**src/rtl/f2h_sdram_arbiter.sv**
```systemverilog
`default_nettype none
// ============================================================================
// Module   : f2h_sdram_arbiter
// Purpose  : Shares one Avalon-MM burst read port (HPS f2h_sdram) between two
//            read masters. Master 0 (video fetch) has fixed priority. Master 1
//            is granted ahead of master 0 once it has waited STARVE_LIMIT
//            cycles. A small FIFO tracks accepted bursts so that returning
//            readdatavalid beats go to the master that issued each burst.
// Ports    : clk, rst                     - clock, sync active-high reset
//            m0_* / m1_*                  - requester-side Avalon read ports
//            s_*                          - f2h_sdram-side Avalon read port
//            protocol_err                 - sticky, burstcount==0 seen
//            stat_*                       - burst/starvation statistics
// Options  : F2H_ARB_STATS_EN             - enables the stat_* counters;
//                                           when undefined they read 0
// Revision : 1.0 - initial release
// ============================================================================
module f2h_sdram_arbiter #(
  parameter int ADDR_W          = 27,
  parameter int DATA_W          = 256,
  parameter int BURST_W         = 8,
  parameter int MAX_OUTSTANDING = 4,
  parameter int STARVE_LIMIT    = 64
) (
  input  logic               clk,
  input  logic               rst,
  input  logic [ADDR_W-1:0]  m0_address,
  input  logic [BURST_W-1:0] m0_burstcount,
  input  logic               m0_read,
  output logic               m0_waitrequest,
  output logic [DATA_W-1:0]  m0_readdata,
  output logic               m0_readdatavalid,
  input  logic [ADDR_W-1:0]  m1_address,
  input  logic [BURST_W-1:0] m1_burstcount,
  input  logic               m1_read,
  output logic               m1_waitrequest,
  output logic [DATA_W-1:0]  m1_readdata,
  output logic               m1_readdatavalid,
  output logic [ADDR_W-1:0]  s_address,
  output logic [BURST_W-1:0] s_burstcount,
  output logic               s_read,
  input  logic               s_waitrequest,
  input  logic [DATA_W-1:0]  s_readdata,
  input  logic               s_readdatavalid,
  output logic               protocol_err,
  output logic [31:0]        stat_m0_bursts,
  output logic [31:0]        stat_m1_bursts,
  output logic [15:0]        stat_starve_grants
);

  localparam int         PTR_W      = $clog2(MAX_OUTSTANDING);
  localparam int         CNT_W      = PTR_W + 1;
  localparam logic [7:0] STARVE_MAX = 8'(STARVE_LIMIT);

  typedef enum logic [0:0] {ARB = 1'b0, CMD = 1'b1} state_t;

  state_t             state_q, state_d;
  logic               grant_id_q, grant_id_d;
  logic [PTR_W-1:0]   wr_ptr_q, wr_ptr_d, rd_ptr_q, rd_ptr_d;
  logic [CNT_W-1:0]   count_q, count_d;
  logic [BURST_W-1:0] beat_q, beat_d;
  logic [7:0]         starve_q, starve_d;
  logic               protocol_err_q, protocol_err_d;

  logic               fifo_owner_q [MAX_OUTSTANDING];
  logic [BURST_W-1:0] fifo_len_q   [MAX_OUTSTANDING];

  logic m0_elig, m1_elig, fifo_empty, fifo_room, starve_hit;
  logic in_cmd, sel_read, accept, beat_valid, pop, arb_grant;

  assign m0_elig    = m0_read & (m0_burstcount != '0);
  assign m1_elig    = m1_read & (m1_burstcount != '0);
  assign fifo_empty = (count_q == '0);
  // Registered occupancy only: a pop in this same cycle does not open a slot.
  assign fifo_room  = (count_q < CNT_W'(MAX_OUTSTANDING));
  assign starve_hit = m1_elig & (starve_q == STARVE_MAX);
  assign arb_grant  = (state_q == ARB) & fifo_room & (m0_elig | m1_elig);

  // Command phase: the granted master drives the slave port directly.
  assign in_cmd       = ~rst & (state_q == CMD);
  assign sel_read     = grant_id_q ? m1_read : m0_read;
  assign s_read       = in_cmd & sel_read;
  assign s_address    = grant_id_q ? m1_address : m0_address;
  assign s_burstcount = grant_id_q ? m1_burstcount : m0_burstcount;
  assign accept       = s_read & ~s_waitrequest;

  assign m0_waitrequest = ~(in_cmd & ~grant_id_q) | s_waitrequest;
  assign m1_waitrequest = ~(in_cmd &  grant_id_q) | s_waitrequest;

  // Response routing: the FIFO head owns every beat until its length is used.
  assign m0_readdata      = s_readdata;
  assign m1_readdata      = s_readdata;
  assign beat_valid       = ~rst & s_readdatavalid & ~fifo_empty;
  assign m0_readdatavalid = beat_valid & ~fifo_owner_q[rd_ptr_q];
  assign m1_readdatavalid = beat_valid &  fifo_owner_q[rd_ptr_q];
  assign pop              = beat_valid &
                            (beat_q == fifo_len_q[rd_ptr_q] - BURST_W'(1));
  assign protocol_err     = protocol_err_q;

  always_comb begin
    state_d        = state_q;
    grant_id_d     = grant_id_q;
    wr_ptr_d       = wr_ptr_q;
    rd_ptr_d       = rd_ptr_q;
    count_d        = count_q;
    beat_d         = beat_q;
    starve_d       = starve_q;
    protocol_err_d = protocol_err_q |
                     (m0_read & (m0_burstcount == '0)) |
                     (m1_read & (m1_burstcount == '0));

    case (state_q)
      ARB: if (arb_grant) begin
        state_d    = CMD;
        grant_id_d = starve_hit | ~m0_elig;
      end
      CMD: if (accept || !sel_read) state_d = ARB;  // dropped read: no push
      default: state_d = ARB;
    endcase

    if (accept) wr_ptr_d = wr_ptr_q + PTR_W'(1);
    if (pop)    rd_ptr_d = rd_ptr_q + PTR_W'(1);
    case ({accept, pop})
      2'b10:   count_d = count_q + CNT_W'(1);
      2'b01:   count_d = count_q - CNT_W'(1);
      default: count_d = count_q;
    endcase

    if (pop)             beat_d = '0;
    else if (beat_valid) beat_d = beat_q + BURST_W'(1);

    // Waiting time of master 1; frozen while it holds the grant.
    if (!m1_read)                           starve_d = '0;
    else if (accept && grant_id_q)          starve_d = '0;
    else if (!(in_cmd && grant_id_q) && starve_q != STARVE_MAX)
                                            starve_d = starve_q + 8'd1;
  end

  always_ff @(posedge clk) begin
    if (rst) begin
      state_q        <= ARB;
      grant_id_q     <= 1'b0;
      wr_ptr_q       <= '0;
      rd_ptr_q       <= '0;
      count_q        <= '0;
      beat_q         <= '0;
      starve_q       <= '0;
      protocol_err_q <= 1'b0;
    end else begin
      state_q        <= state_d;
      grant_id_q     <= grant_id_d;
      wr_ptr_q       <= wr_ptr_d;
      rd_ptr_q       <= rd_ptr_d;
      count_q        <= count_d;
      beat_q         <= beat_d;
      starve_q       <= starve_d;
      protocol_err_q <= protocol_err_d;
    end
  end

  // Burst-tracking storage; contents are qualified by count_q.
  always_ff @(posedge clk) begin
    if (accept) begin
      fifo_owner_q[wr_ptr_q] <= grant_id_q;
      fifo_len_q[wr_ptr_q]   <= s_burstcount;
    end
  end

`ifdef F2H_ARB_STATS_EN
  logic [31:0] stat_m0_q, stat_m0_d, stat_m1_q, stat_m1_d;
  logic [15:0] stat_sg_q, stat_sg_d;

  always_comb begin
    stat_m0_d = stat_m0_q + 32'(accept & ~grant_id_q);
    stat_m1_d = stat_m1_q + 32'(accept &  grant_id_q);
    // Counted only when the guard actually overrides an eligible master 0.
    stat_sg_d = stat_sg_q + 16'(arb_grant & starve_hit & m0_elig);
  end

  always_ff @(posedge clk) begin
    if (rst) begin
      stat_m0_q <= '0;
      stat_m1_q <= '0;
      stat_sg_q <= '0;
    end else begin
      stat_m0_q <= stat_m0_d;
      stat_m1_q <= stat_m1_d;
      stat_sg_q <= stat_sg_d;
    end
  end

  assign stat_m0_bursts     = stat_m0_q;
  assign stat_m1_bursts     = stat_m1_q;
  assign stat_starve_grants = stat_sg_q;
`else
  assign stat_m0_bursts     = '0;
  assign stat_m1_bursts     = '0;
  assign stat_starve_grants = '0;
`endif

endmodule
`default_nettype wire

```
**config.mk**
```make
export PLATFORM = sky130hd
export DESIGN_NAME = f2h_sdram_arbiter
export DESIGN_NICKNAME = d
export VERILOG_FILES = /design/src/rtl/f2h_sdram_arbiter.sv
export SDC_FILE = /design/constraint.sdc
export NUM_CORES = 1
export LEC_CHECK = 0
export ABC_AREA = 1
export BUFFER_PORTS_ARGS = -buffer_cell sky130_fd_sc_hd__buf_2
export CORE_AREA = 2 2 376 378
export DETAILED_ROUTE_END_ITERATION = 12
export DIE_AREA = 0 0 378 380
export SLEW_MARGIN = 5
export SYNTH_ARGS = -nofsm -noshare
export SYNTH_HDL_FRONTEND = slang
export SYNTH_SLANG_ARGS = --single-unit
```
**constraint.sdc**
```tcl
create_clock -name clk -period 3.49 [get_ports clk]
set_clock_uncertainty 0.15 [all_clocks]
set_input_delay 0.349 -clock clk [delete_from_list [all_inputs] [get_ports clk]]
set_output_delay 0.349 -clock clk [all_outputs]
set_load 0.03 [all_outputs]
```
==> parameters.txt <==
Parameter                              Value

Floorplanning
  Effective utilization at floorplan ... 5.75%
  Die Y-Extent ... 380 um
  Row count ... 137
  Core area ... 0.139 mm2
  I/O pin count ... 965
  Die outline area ... 0.144 mm2
  Die outline width ... 378 um

Detailed routing
  DR DRC count ... 0
  Detail Route Antenna Nets ... 0
  DRT Wirelength ... 48300 um
  Vias per inst ... 1.82
  Drt initial violations ... 271
  Via count ... 4667
  Routed length per instance ... 18.8 um
  DR pass1 iterations ... 5

Power and ir drop
  Total power of the final layout ... 2.32 mW
  Worst voltage drop across the vdd grid ... 291 uV
  Static leakage power ... 2.52 nW
  Power per unit of standard cell area ... 323 mW/mm2

Setup path
  Delay contributed by the slowest stage of the critical path ... 0.38 ns
  Crit path capture type ... flop
  Critical path's most frequent cell ... sky130_fd_sc_hd__nand2_1
  Count of buffering cells on the critical path with inverters included ... 3
  Data required time at the worst endpoint ... 3.56 ns
  Worst R2R Setup Slack ... 0.37 ns
  Worst-path maximum fanout ... 9
  Cell-by-cell trace of the critical path ... inv_6 -> nand2_1 -> nand3_1 -> nand2_2 -> ha_1 -> xor2_1 -> nand2_1 -> nor2_1 -> nand2_1 -> nor2_1 -> nand2_1 -> nor2_4 -> nand2_2 -> inv_2 -> ha_1 -> inv_1 -> fa_2 -> a21oi_1 -> o21ai_1 -> o21ai_1 -> a21oi_1
  Crit-path leading delay family ... simple AND/OR/NAND/NOR gates
  Type of the worst setup path ... flop to flop
  Arrival @ worst endpoint ... 3.18 ns
  Crit start category ... flop
  Library cell contributing the largest single delay on the critical path ... sky130_fd_sc_hd__dfxtp_4

Clocking
  Hold-fix buffers, CTS ... 0
  Clock slew at the register clock pins of the worst setup and hold paths ... 0.06 ns
  Max H-tree Level ... 3
  Clock latency on the worst-skew pair ... 0.34 ns
  Sink count of the clock tree ... 64
  CTS buffer count ... 9
  Max Root-Sink Buffers ... 2
  Clock root cell ... sky130_fd_sc_hd__clkbuf_16
  TritonCTS clock tree ... yes

Synth
  Netlist area before placement ... 0.00801 mm2
  Number of library cell types mapped by synthesis ... 32
  Post-synthesis sequential element count ... 64
  Number of synthesized flops with an enable pin ... 36
  Number of cells produced by synthesis ... 1072
  Main flop type after synthesis ... sky130_fd_sc_hd__edfxtp_1
  Share of the yosys chip area belonging to registers ... 20.5%
  Share of async-settable or async-resettable flops after synthesis ... 0%
  Warning count from the yosys run ... 0
  Post-Syn Area per Cell ... 7.47 um2

STA
  Final worst path period need ... 3.12 ns
  Setup repair after global routing missed its margin ... no
  Achievable clock frequency ... 0.321 GHz
  Number of setup violations in the final report ... 0
  Worst-case headroom to the max-slew limit ... 38.3%
  Final cycle utilization of the critical path ... 89.3%
  Final hold violation count ... 0
  Actual transition at the worst max-transition pin ... 0.916 ns
  Final Max Slew Viols ... 0
  Total negative slack ... 0 ns
  Setup slack of the critical path after layout ... 0.372 ns

Final layout
  Final design utilization ... 5.17%
  Fraction of final layout cells with drive strength greater than 1 ... 24.5%
  Layout area overhead ... -10.2%
  Net count reported at finish ... 1030

GRT
  Global routing usage summed across all routing layers ... 6.44%
  Number of global-route vias before repair ... 4202
  Wire length of the first global-routing pass ... 56700 um
  Total overflow reported by the global router ... 0
  Largest net degree at the start of global routing ... 38
  Antenna violations before repair ... 5

Place
  Placer Congestion ... 0.782
  Dpl ws ... 0.0847 ns
  Number of I/O port buffers ... 116
  Detail Placement HPWL ... 44000 um

Worst hold path
  Hold Path Class ... input pin to flop

Run status
  Outcome ... complete, no violations

Run
  Max-cap violations ... 0
power by group:
| part | internal [mW] | total (mW) | switching, mW |
|---|---|---|---|
| Clock | 0.630 | 0.961 | 0.331 |
| Combinational | 0.109 | 0.531 | 0.422 |
| Sequential | 0.813 | 0.826 | 0.0129 |
| Total | 1.55 | 2.32 | 0.767 |
path summary, 6_finish.rpt:
path                           start                       to  depth (start not counted)
min reg2reg  count_q[0]$_SDFFE_PP0P_  count_q[0]$_SDFFE_PP0P_                          1
max                             flop  count_q[2]$_SDFFE_PP0P_                         21
min                              rst  grant_id_q$_SDFFE_PP0P_                          2
max reg2reg                     flop  count_q[2]$_SDFFE_PP0P_                         21
timing repair:
item,4_1_cts,5_1_grt
setup buffers,0,1
resized for setup,0,8
endpoints found under the setup margin,0,1
hold endpoints to repair,0,0
per-layer routing:
metal | wire length (um) | vias to the layer above | track usage (%)
li1 | - | 1873 | -
met1 | 10800 | 1920 | 4.29
met2 | 17800 | 727 | 8.07
met3 | 17100 | 145 | 10.7
met4 | 2540 | 2 | 3.05
met5 | 58 | - | 0.270
through the flow:
stage	cell area (um2)	instances	hold slack, ns
2_1_floorplan	8310	1151	0.272
3_3_place_gp	6830	2552	0.287
3_5_place_dp	6830	2552	0.293
4_1_cts	7160	2568	0.108
5_1_grt	7180	2569	0.141
6_report	7190	2571	0.113
state kept, by name (all words and copies together), names as in the netlist, 2 cells and up, named ones only:
name and flops:
fifo_len_q 32, beat_q 8, fifo_owner_q 4, wr_ptr_q 2, rd_ptr_q 2, starve_q 8, count_q 3
layout by cell type (no fill, tap or decap), types with 2 or more instances in the layout:
cell type / count
sky130_fd_sc_hd__o21ai_1: 5
sky130_fd_sc_hd__nor2_1: 30
sky130_fd_sc_hd__nand3_2: 2
sky130_fd_sc_hd__edfxtp_1: 36
sky130_fd_sc_hd__nand3_1: 39
sky130_fd_sc_hd__nand4_1: 4
sky130_fd_sc_hd__nor2_2: 2
sky130_fd_sc_hd__xor2_1: 5
sky130_fd_sc_hd__o21ai_0: 17
sky130_fd_sc_hd__ha_1: 9
sky130_fd_sc_hd__nor3b_1: 2
sky130_fd_sc_hd__a21oi_1: 17
sky130_fd_sc_hd__diode_2: 2
sky130_fd_sc_hd__a211oi_1: 2
sky130_fd_sc_hd__nor2_4: 2
sky130_fd_sc_hd__conb_1: 80
sky130_fd_sc_hd__nand2_2: 7
sky130_fd_sc_hd__clkbuf_16: 12
sky130_fd_sc_hd__inv_2: 2
sky130_fd_sc_hd__nor3_2: 2
sky130_fd_sc_hd__buf_2: 116
sky130_fd_sc_hd__nand2_1: 183
sky130_fd_sc_hd__buf_4: 14
sky130_fd_sc_hd__nor3_1: 7
sky130_fd_sc_hd__dfxtp_1: 26
sky130_fd_sc_hd__inv_1: 56
logic make-up (layout without fill, tap and decap cells):
kind of cell,count (synthesis),in the layout,share of synthesized area [%]
AND/OR/NAND/NOR,284,284,15.2
flip-flops,64,64,20.5
AO/OA/AOI/OAI,43,43,2.81
other,1,82,0.0468
adder cells (fa/ha/maj),10,10,1.66
buffers and inverters,665,207,59.3
XOR/XNOR,5,5,0.547
cell type report:
cell class / count / area (um2)
fillers: 16600 / 132000
well taps: 1876 / 2350
multi-input cells: 422 / 1930
flip-flops and latches: 64 / 1650
repair buffers: 131 / 701
clock buffers: 14 / 318
inverters: 60 / 233
clock inverters: 2 / 13.8
diodes: 2 / 5.00
worst register-to-register path, stage by stage (launching register included):
cell and delay [ns]:
sky130_fd_sc_hd__dfxtp_4 0.38, sky130_fd_sc_hd__inv_6 0.09, sky130_fd_sc_hd__nand2_1 0.06, sky130_fd_sc_hd__nand3_1 0.09, sky130_fd_sc_hd__nand2_2 0.10, sky130_fd_sc_hd__ha_1 0.32
sky130_fd_sc_hd__xor2_1 0.14, sky130_fd_sc_hd__nand2_1 0.07, sky130_fd_sc_hd__nor2_1 0.09, sky130_fd_sc_hd__nand2_1 0.06, sky130_fd_sc_hd__nor2_1 0.09, sky130_fd_sc_hd__nand2_1 0.08
sky130_fd_sc_hd__nor2_4 0.12, sky130_fd_sc_hd__nand2_2 0.09, sky130_fd_sc_hd__inv_2 0.07, sky130_fd_sc_hd__ha_1 0.13, sky130_fd_sc_hd__inv_1 0.08, sky130_fd_sc_hd__fa_2 0.35
sky130_fd_sc_hd__a21oi_1 0.16, sky130_fd_sc_hd__o21ai_1 0.11, sky130_fd_sc_hd__o21ai_1 0.14, sky130_fd_sc_hd__a21oi_1 0.05
synthesized netlist by cell type, types with 8 or more instances:
master / n / share of area, %
sky130_fd_sc_hd__o21ai_0: 22 / 1.4
sky130_fd_sc_hd__clkbuf_1: 8 / 0.37
sky130_fd_sc_hd__nor2_1: 30 / 1.4
sky130_fd_sc_hd__edfxtp_1: 36 / 13
sky130_fd_sc_hd__a21oi_1: 17 / 1.1
sky130_fd_sc_hd__dfxtp_1: 28 / 7.0
sky130_fd_sc_hd__inv_1: 56 / 2.6
sky130_fd_sc_hd__ha_1: 9 / 1.4
sky130_fd_sc_hd__nand2_1: 183 / 8.6
sky130_fd_sc_hd__buf_4: 594 / 56
sky130_fd_sc_hd__nand3_1: 39 / 2.4
Power figures use the tool's default switching activity.
